--- config.mk ---
export PLATFORM = sky130hd
export DESIGN_NAME = alu_mux_arbiter_flat
export DESIGN_NICKNAME = d
export VERILOG_FILES = /design/src/rtl/alu_mux_arbiter_pkg.sv /design/src/rtl/alu_mux_arbiter_if.sv /design/src/rtl/alu_mux_arbiter_twowaymux.sv /design/src/rtl/alu_mux_arbiter.sv /design/src/flat_wrapper.sv
export SDC_FILE = /design/constraint.sdc
export NUM_CORES = 1
export LEC_CHECK = 0
export ABC_AREA = 1
export CAP_MARGIN = 20
export CORE_MARGIN = 1
export CORE_UTILIZATION = 42
export CTS_BUF_LIST = sky130_fd_sc_hd__clkbuf_8
export DETAILED_ROUTE_END_ITERATION = 8
export PLACE_DENSITY = 0.86
export SLEW_MARGIN = 5
export SYNTH_ARGS = -nofsm -noshare
export SYNTH_HDL_FRONTEND = slang
export SYNTH_HIERARCHICAL = 1
export SYNTH_SLANG_ARGS = --single-unit
--- constraint.sdc ---
create_clock -name clk -period 2.06 [get_ports clk]
set_input_delay 0.412 -clock clk [delete_from_list [all_inputs] [get_ports clk]]
set_output_delay 0.412 -clock clk [all_outputs]
set_load 0.05 [all_outputs]
--- src/rtl/alu_mux_arbiter_pkg.sv ---
// Shared types and select encodings for the ALU operand-path arbiter.
package alu_pkg;

    typedef enum logic [1:0] {
        IDLE,
        OWN_A,
        OWN_B
    } state_t;

    localparam logic SEL_A = 1'b0;
    localparam logic SEL_B = 1'b1;

endpackage

--- src/rtl/alu_mux_arbiter_if.sv ---
// Requester, output-stage and status signals of the ALU operand-path arbiter.
interface alu_mux_arbiter_if #(
    parameter int WIDTH = 8
);

    logic             a_valid;
    logic [WIDTH-1:0] a_data;
    logic             a_last;
    logic             a_ready;
    logic             b_valid;
    logic [WIDTH-1:0] b_data;
    logic             b_last;
    logic             b_ready;
    logic             sel;
    logic             out_valid;
    logic [WIDTH-1:0] out_data;
    logic             out_src;
    logic             out_last;
    logic             out_ready;
    logic             overrun;

    // Arbiter side: accepts requester beats and drives the output stage.
    modport slave (
        input  a_valid, a_data, a_last,
        input  b_valid, b_data, b_last,
        input  out_ready,
        output a_ready, b_ready, sel,
        output out_valid, out_data, out_src, out_last, overrun
    );

    // Requester / downstream side.
    modport master (
        output a_valid, a_data, a_last,
        output b_valid, b_data, b_last,
        output out_ready,
        input  a_ready, b_ready, sel,
        input  out_valid, out_data, out_src, out_last, overrun
    );

endinterface

--- src/rtl/alu_mux_arbiter_twowaymux.sv ---
// Single-bit two-way mux: sel = 0 passes a, sel = 1 passes b.
module twowaymux (
    input  logic a,
    input  logic b,
    input  logic sel,
    output logic out
);

    assign out = sel ? b : a;

endmodule

--- src/rtl/alu_mux_arbiter.sv ---
// Round-robin two-requester arbiter with packet hold, forced release after
// MAX_BEATS, and a one-entry registered output stage feeding the ALU.
module alu_mux_arbiter
    import alu_pkg::*;
#(
    parameter int WIDTH     = 8,
    parameter int MAX_BEATS = 16
) (
    input  logic              clk,
    input  logic              rst,
    alu_mux_arbiter_if.slave  bus
);

    localparam int CW = $clog2(MAX_BEATS + 1);

    state_t           state;
    state_t           state_nx;
    logic             last_owner;
    logic             sel_q;
    logic             sel_c;
    logic [CW-1:0]    beat_cnt;
    logic [CW-1:0]    cnt_inc;
    logic             slot_free;
    logic             grant_a;
    logic             grant_b;
    logic             acc_a;
    logic             acc_b;
    logic             acc;
    logic             acc_last;
    logic             forced;
    logic [WIDTH-1:0] mux_data;

    assign slot_free = !bus.out_valid || bus.out_ready;

    // State register
    always_ff @(posedge clk or posedge rst) begin
        if (rst) begin
            state <= IDLE;
        end else begin
            state <= state_nx;
        end
    end

    // Output logic: grants, readies and mux select
    always_comb begin
        grant_a = 1'b0;
        grant_b = 1'b0;
        sel_c   = sel_q;
        unique case (state)
            IDLE: begin
                grant_a = bus.a_valid && (!bus.b_valid || last_owner == SEL_B);
                grant_b = !grant_a && bus.b_valid;
            end
            OWN_A:   grant_a = 1'b1;
            OWN_B:   grant_b = 1'b1;
            default: ;
        endcase
        if (rst) begin
            grant_a = 1'b0;
            grant_b = 1'b0;
        end
        // A stalled output stage freezes the select along with everything else.
        if (slot_free) begin
            if (grant_a) begin
                sel_c = SEL_A;
            end else if (grant_b) begin
                sel_c = SEL_B;
            end
        end
        bus.a_ready = grant_a && slot_free;
        bus.b_ready = grant_b && slot_free;
    end

    assign bus.sel  = sel_c;
    assign acc_a    = bus.a_valid && bus.a_ready;
    assign acc_b    = bus.b_valid && bus.b_ready;
    assign acc      = acc_a || acc_b;
    assign acc_last = (sel_c == SEL_B) ? bus.b_last : bus.a_last;
    assign cnt_inc  = (state == IDLE) ? CW'(1) : beat_cnt + 1'b1;
    assign forced   = acc && !acc_last && (cnt_inc == CW'(MAX_BEATS));

    // Next-state logic
    always_comb begin
        state_nx = state;
        if (acc) begin
            if (acc_last || forced) begin
                state_nx = IDLE;
            end else if (acc_a) begin
                state_nx = OWN_A;
            end else begin
                state_nx = OWN_B;
            end
        end
    end

    for (genvar i = 0; i < WIDTH; i++) begin : g_mux
        twowaymux u_mux (
            .a   (bus.a_data[i]),
            .b   (bus.b_data[i]),
            .sel (sel_c),
            .out (mux_data[i])
        );
    end

    always_ff @(posedge clk or posedge rst) begin
        if (rst) begin
            last_owner    <= SEL_B;
            beat_cnt      <= '0;
            sel_q         <= SEL_A;
            bus.overrun   <= 1'b0;
            bus.out_valid <= 1'b0;
            bus.out_data  <= '0;
            bus.out_src   <= 1'b0;
            bus.out_last  <= 1'b0;
        end else begin
            sel_q       <= sel_c;
            bus.overrun <= forced;
            if (acc) begin
                if (acc_last || forced) begin
                    beat_cnt   <= '0;
                    last_owner <= sel_c;
                end else begin
                    beat_cnt <= cnt_inc;
                end
                bus.out_valid <= 1'b1;
                bus.out_data  <= mux_data;
                bus.out_src   <= sel_c;
                bus.out_last  <= acc_last || forced;
            end else if (bus.out_ready) begin
                bus.out_valid <= 1'b0;
            end
        end
    end

endmodule
--- src/flat_wrapper.sv ---
// flat-port wrapper written by rule: the top's interface ports become plain ports
module alu_mux_arbiter_flat import alu_pkg::*;
#(
    parameter int WIDTH     = 8,
    parameter int MAX_BEATS = 16
)
  (clk, rst, bus_a_valid, bus_a_data, bus_a_last, bus_b_valid, bus_b_data, bus_b_last, bus_out_ready, bus_a_ready, bus_b_ready, bus_sel, bus_out_valid, bus_out_data, bus_out_src, bus_out_last, bus_overrun);
  alu_mux_arbiter_if #(.WIDTH(WIDTH)) bus_i ();
  input  logic clk;
  input  logic rst;
  input wire logic [$bits(bus_i.a_valid)-1:0] bus_a_valid;
  input wire logic [$bits(bus_i.a_data)-1:0] bus_a_data;
  input wire logic [$bits(bus_i.a_last)-1:0] bus_a_last;
  input wire logic [$bits(bus_i.b_valid)-1:0] bus_b_valid;
  input wire logic [$bits(bus_i.b_data)-1:0] bus_b_data;
  input wire logic [$bits(bus_i.b_last)-1:0] bus_b_last;
  input wire logic [$bits(bus_i.out_ready)-1:0] bus_out_ready;
  output wire logic [$bits(bus_i.a_ready)-1:0] bus_a_ready;
  output wire logic [$bits(bus_i.b_ready)-1:0] bus_b_ready;
  output wire logic [$bits(bus_i.sel)-1:0] bus_sel;
  output wire logic [$bits(bus_i.out_valid)-1:0] bus_out_valid;
  output wire logic [$bits(bus_i.out_data)-1:0] bus_out_data;
  output wire logic [$bits(bus_i.out_src)-1:0] bus_out_src;
  output wire logic [$bits(bus_i.out_last)-1:0] bus_out_last;
  output wire logic [$bits(bus_i.overrun)-1:0] bus_overrun;
  assign bus_i.a_valid = bus_a_valid;
  assign bus_i.a_data = bus_a_data;
  assign bus_i.a_last = bus_a_last;
  assign bus_i.b_valid = bus_b_valid;
  assign bus_i.b_data = bus_b_data;
  assign bus_i.b_last = bus_b_last;
  assign bus_i.out_ready = bus_out_ready;
  assign bus_a_ready = bus_i.a_ready;
  assign bus_b_ready = bus_i.b_ready;
  assign bus_sel = bus_i.sel;
  assign bus_out_valid = bus_i.out_valid;
  assign bus_out_data = bus_i.out_data;
  assign bus_out_src = bus_i.out_src;
  assign bus_out_last = bus_i.out_last;
  assign bus_overrun = bus_i.overrun;
  alu_mux_arbiter #(.WIDTH(WIDTH), .MAX_BEATS(MAX_BEATS)) u_core (.clk(clk), .rst(rst), .bus(bus_i));
endmodule
Yosys cells after proc, flatten, opt, wreduce, memory -nomap -nowiden

Index checks and enable logic that the tools add are counted.

Reduce and logical (&&, ||, !) cells: 19
Eq/ne operators: 3
Multiplexer cells: 22
Add/subtract/negate cells: 1

Operators by type and width:

| kind                | number |
|---|---|
| $mux 1              | 16 |
| $mux 5              | 2 |
| $logic_and 1x1->1   | 8 |
| $add 5x1->5 const B | 1 |
| $eq 5x5->1 const B  | 1 |
| $logic_not 1->1     | 4 |
| $logic_or 1x1->1    | 4 |
| $mux 2              | 2 |
| $pmux 1 s2          | 2 |
| $eq 2x1->1 const B  | 1 |
| $eq 2x2->1 const B  | 1 |
| $logic_not 2->1     | 1 |
| $reduce_and 2->1    | 1 |
| $reduce_bool 2->1   | 1 |

Input bits: 23
Output and inout bits: 15
Flip-flop bits (word level): 21

Logic depth before layout (Yosys ltp)

Depth in word-level cells: 16
Depth in mapped cells: 13
Gate-level depth less buffers: 13

Hierarchy

The synthesis kept the hierarchy.

Modules (own cells, without submodules):

| module          | area each (um2) | instances | sequential area each (um2) | cells each |
|---|---|---|---|---|
| alu_mux_arbiter | 1033.5          | 1         | 526.8                      | 123 |
| twowaymux       | 15.0            | 8         | 0.0                        | 4 |

Worst setup path after synthesis

No wires, ideal clock.

Kind: input to register
From: input rst
To: register u_core.bus.out_data[0]
Arrival time: 2.248 ns
Stages: 12
Slack: -0.307 ns
Setup time: 0.119 ns
Required time: 1.941 ns
Cell sequence: inv_1 > nand2_1 > nor2_2 > nand2_1 > nand2_1 > nand2_1 > inv_1 > inv_1 > nand2_1 > nand2_1 > nand2_1 > nand2_1

Word-level cells in the longest chain between the ends: 5
Elaborated cells on any way between the ends: 11

Ends and longest elaborated chain:

| what                   | RTL line                       | source |
|---|---|---|
| from (decl)            | flat_wrapper.sv:10             | `input logic rst;` |
| $mux 1                 | alu_mux_arbiter.sv:58          | `if (rst) begin` |
| $mux 1                 | alu_mux_arbiter.sv:66          | `end else if (grant_b) begin` |
| $mux 1 *               | alu_mux_arbiter.sv:64          | `if (grant_a) begin` |
| $mux 1 *               | alu_mux_arbiter.sv:63          | `if (slot_free) begin` |
| via bus_sel            | flat_wrapper.sv:20             | `output wire logic [$bits(bus_i.sel)-1:0] bus_sel;` |
| $mux 1 *               | alu_mux_arbiter_twowaymux.sv:9 | `assign out = sel ? b : a;` |
| via u_core.mux_data[0] | alu_mux_arbiter.sv:31          | `logic [WIDTH-1:0] mux_data;` |
| to (signal assigned)   | alu_mux_arbiter.sv:126         | `bus.out_data <= mux_data;` |
| to (decl)              | alu_mux_arbiter_if.sv:28       | `output out_valid, out_data, out_src, out_last, overrun` |

Mark *: on every way through the listed nets, which the timed path passes. The rest lies on a longest branch.
A chain may end at the register's enable or synchronous reset.

Final worst setup path

From: register u_core.last_owner
To: output bus_sel

Word-level cells in the longest chain between the ends: 9
Elaborated cells on any way between the ends: 11

Ends and longest elaborated chain:

| what                   | RTL line               | source |
|---|---|---|
| from (decl)            | alu_mux_arbiter.sv:18  | `logic last_owner;` |
| from (signal assigned) | alu_mux_arbiter.sv:121 | `last_owner <= sel_c;` |
| $logic_or 1x1->1 *     | alu_mux_arbiter.sv:51  | `grant_a = bus.a_valid && (!bus.b_valid \|\| last_owner == SEL_B);` |
| $logic_and 1x1->1 *    | alu_mux_arbiter.sv:51  |  |
| $logic_not 1->1        | alu_mux_arbiter.sv:52  | `grant_b = !grant_a && bus.b_valid;` |
| $logic_and 1x1->1      | alu_mux_arbiter.sv:52  |  |
| $pmux 1 s2             | alu_mux_arbiter.sv:49  | `unique case (state)` |
| $mux 1                 | alu_mux_arbiter.sv:58  |  |
| $mux 1                 | alu_mux_arbiter.sv:66  |  |
| $mux 1 *               | alu_mux_arbiter.sv:64  |  |
| $mux 1 *               | alu_mux_arbiter.sv:63  |  |
| to (decl)              | flat_wrapper.sv:20     |  |

Every way passes the cells marked *; elsewhere a longest branch is shown, timed or not.

==> flow_summary.json <==
{
  "die_h_um": 54.4,
  "status": "finished clean",
  "cp_max_fo": 3,
  "synth_async_sr_flop_share": 1.00,
  "slew_violations": 0,
  "critPathArrivalTime_ps": 1520,
  "final-setup-viol-count": 0,
  "critPathRequiredTime_ps": 1650,
  "synth_seq_area_share": 0.457,
  "grt_pass1_wl_um": 4660,
  "synth_area_leaders": "dfrtp_1, nand2_1, inv_1",
  "synthFlopType": "dfrtp_1",
  "path_cells": "a21o_1 > nand2_2 > nand2_2 > nand2_2 > nand2_4 > clkinvlp_4 > buf_8",
  "cp-end-kind": "output port",
  "first_global_vias": 1130,
  "syn2layout_area_growth_pct": 51.0,
  "critPathSlowestCell": "dfstp_2",
  "netlist_instances": 155,
  "grt_max_degree": 22,
  "core_sq_mm": 0.00254,
  "detail-route-antenna-nets": 0,
  "routed_wl_um": 3020,
  "die_w_um": 54.4,
  "rsz0062_at_grt": "false",
  "p_total_mw": 2.56,
  "clkTransAtPathRegs_ps": 70,
  "synth_top_area_frac": 0.434,
  "hold_path_class": "in -> async",
  "crit_path_start_kind": "register",
  "first_iter_violations": 25,
  "yosysTopAreaCell": "dfrtp_1",
  "num_rows": 18,
  "finalHoldViolCount": 0,
  "dieArea_sq_mm": 0.00296,
  "yosysUniqueCellTypes": 22,
  "dp_hpwl_um": 2140,
  "path_class": "reg -> out",
  "fin_cells": 239,
  "syn_area_sq_mm": 0.00115,
  "via_per_inst": 4.87,
  "cts_buffers": 3,
  "avgSynthCellArea_sq_um": 7.44,
  "slew_headroom": 0.663,
  "synth_edf_count": 0,
  "drv_cap": 0,
  "num_vias": 1165,
  "fillers": 224,
  "drc": 0,
  "crit_family": "flip-flops",
  "clock_path_buffers": 2,
  "min_period_over_period": 0.939,
  "clock-sinks": 21,
  "drive_above_1_share": 0.211,
  "ir_worst_vdd_mv": 0.999,
  "worst_slew_pin_slew_ps": 504,
  "min_period_ps": 1930,
  "initial_utilization": 0.453,
  "grt_use_total": 0.224,
  "finClkSkew_ps": 2.21,
  "cts_htree_levels": 1,
  "p_per_area_mw_per_mm2": 1470,
  "antenna_found_initial": 0,
  "cts_tree": "built",
  "final_cell_mix": "nand2_1, clkdlybuf4s50_1, inv_1",
  "ctsRootBufferMaster": "clkbuf_8",
  "dpl.cell_count": 232,
  "place_congestion": 0.717,
  "timing.fmax_mhz": 517,
  "drt-pass1-iter-count": 4,
  "crit_top_cell": "nand2_2",
  "ys_warn_count": 6,
  "critPathMaxStageDelay_ps": 560,
  "layout_commonest_cell": "nand2_1",
  "clk_latency_ps": 250,
  "p_leak_nw": 0.943,
  "wl_per_cell_um": 12.7,
  "port_buffers": 37,
  "cp.buffers_inverters": 2,
  "grt-ovfl-total": 0,
  "num-nets-final": 234,
  "io_pins": 38,
  "hold_ws_ps": 395,
  "synthesis.nets": 179,
  "synth_seq_cells": 21,
  "insertedDiodeCount": 0,
  "ctsHoldBuffers": 0
}
[worst min-delay path, stage by stage]
cell and delay, ps:
dlygate4sd2_1 250, clkinvlp_4 90, buf_4 280
[synth_stat cells (2+ instances only)]
cell / n
o22ai_1: 2
nand3_2: 2
nand2_2: 4
nand3_1: 5
dfrtp_1: 20
nor2_1: 4
nand2_1: 71
o21ai_0: 5
xor2_1: 2
nor2_2: 5
nand4_1: 2
inv_1: 22
nand2_4: 2
[repair_timing]
item / in CTS / in global routing
resized for setup: 7 / 7
buffers inserted: 1 / 2
pin swaps: 1 / 7
setup endpoints to repair: 1 / 3
[path summary, 6_finish.rpt]
path / from / end / slack, ps / cells past startpoint
max in group asynchronous: rst / u_core/last_owner / 1390 / 3
max reg2reg: u_core/last_owner / u_core/beat_cnt[4] / 350 / 11
max: u_core/last_owner / bus_sel / 130 / 7
min in group clk: u_core/bus.out_data[5] / u_core/bus.out_data[5] / 480 / 2
min: rst / u_core/bus.out_src / 390 / 3
min reg2reg: u_core/bus.out_data[5] / u_core/bus.out_data[5] / 480 / 2
[power by group]
part | internal [mW] | leakage, nW | switching (mW) | total (mW)
Clock | 0.133 | 0.0269 | 0.128 | 0.260
Sequential | 0.575 | 0.268 | 0.114 | 0.689
Combinational | 0.578 | 0.648 | 1.03 | 1.61
Total | 1.28 | 0.943 | 1.27 | 2.56
[sequential cells by signal (all words and copies together), names as in the netlist]
| signal | flops |
|---|---|
| u_core/beat_cnt | 5 |
| u_core/bus.out_valid | 1 |
| u_core/state | 2 |
| u_core/bus.out_src | 1 |
| u_core/sel_q | 1 |
| u_core/bus.overrun | 1 |
| u_core/bus.out_last | 1 |
| u_core/bus.out_data | 8 |
| u_core/last_owner | 1 |
[metrics by stage]
step | utilization | cell area [sq um] | setup TNS [ps] | setup WS [ps]
global route | 0.684 | 1740 | 0 | 32.9
global placement | 0.644 | 1640 | -143 | -74.8
detailed placement | 0.644 | 1640 | -700 | -101
finish | 0.684 | 1740 | 0 | 126
floorplan | - | 1160 | 0 | 5.45
CTS | 0.668 | 1700 | 0 | 8.75
[per-layer routing]
metal	vias up	share of wire	wire length, um	GRT usage
li1	574	-	-	-
met4	0	0.011	34	0.0812
met3	4	0.034	103	0.0333
met5	-	0	0	0
met1	554	0.39	1190	0.240
met2	33	0.56	1690	0.433
[area by class of cell]
cell class / count / area [sq um] / area share
well taps: 30 / 37.5 / 0.0216
inverters: 23 / 93.8 / 0.0539
flip-flops and latches: 21 / 527 / 0.302
multi-input cells: 109 / 557 / 0.320
repair buffers: 52 / 482 / 0.277
clock inverters: 1 / 3.75 / 0.00216
clock buffers: 3 / 41.3 / 0.0237
[cell families (layout without fill, tap and decap cells)]
| family | Yosys count | in the layout | synth area share |
|---|---|---|---|
| DFF | 21 | 21 | 0.457 |
| and+or+nand+nor | 96 | 96 | 0.377 |
| xor gates and xnor gates | 3 | 3 | 0.0228 |
| AOI/OAI and AO/OA | 9 | 9 | 0.0434 |
| adders and majority gates | 1 | 1 | 0.0108 |
| buffers and inverters | 25 | 79 | 0.0889 |
Power figures use the tool's default switching activity.
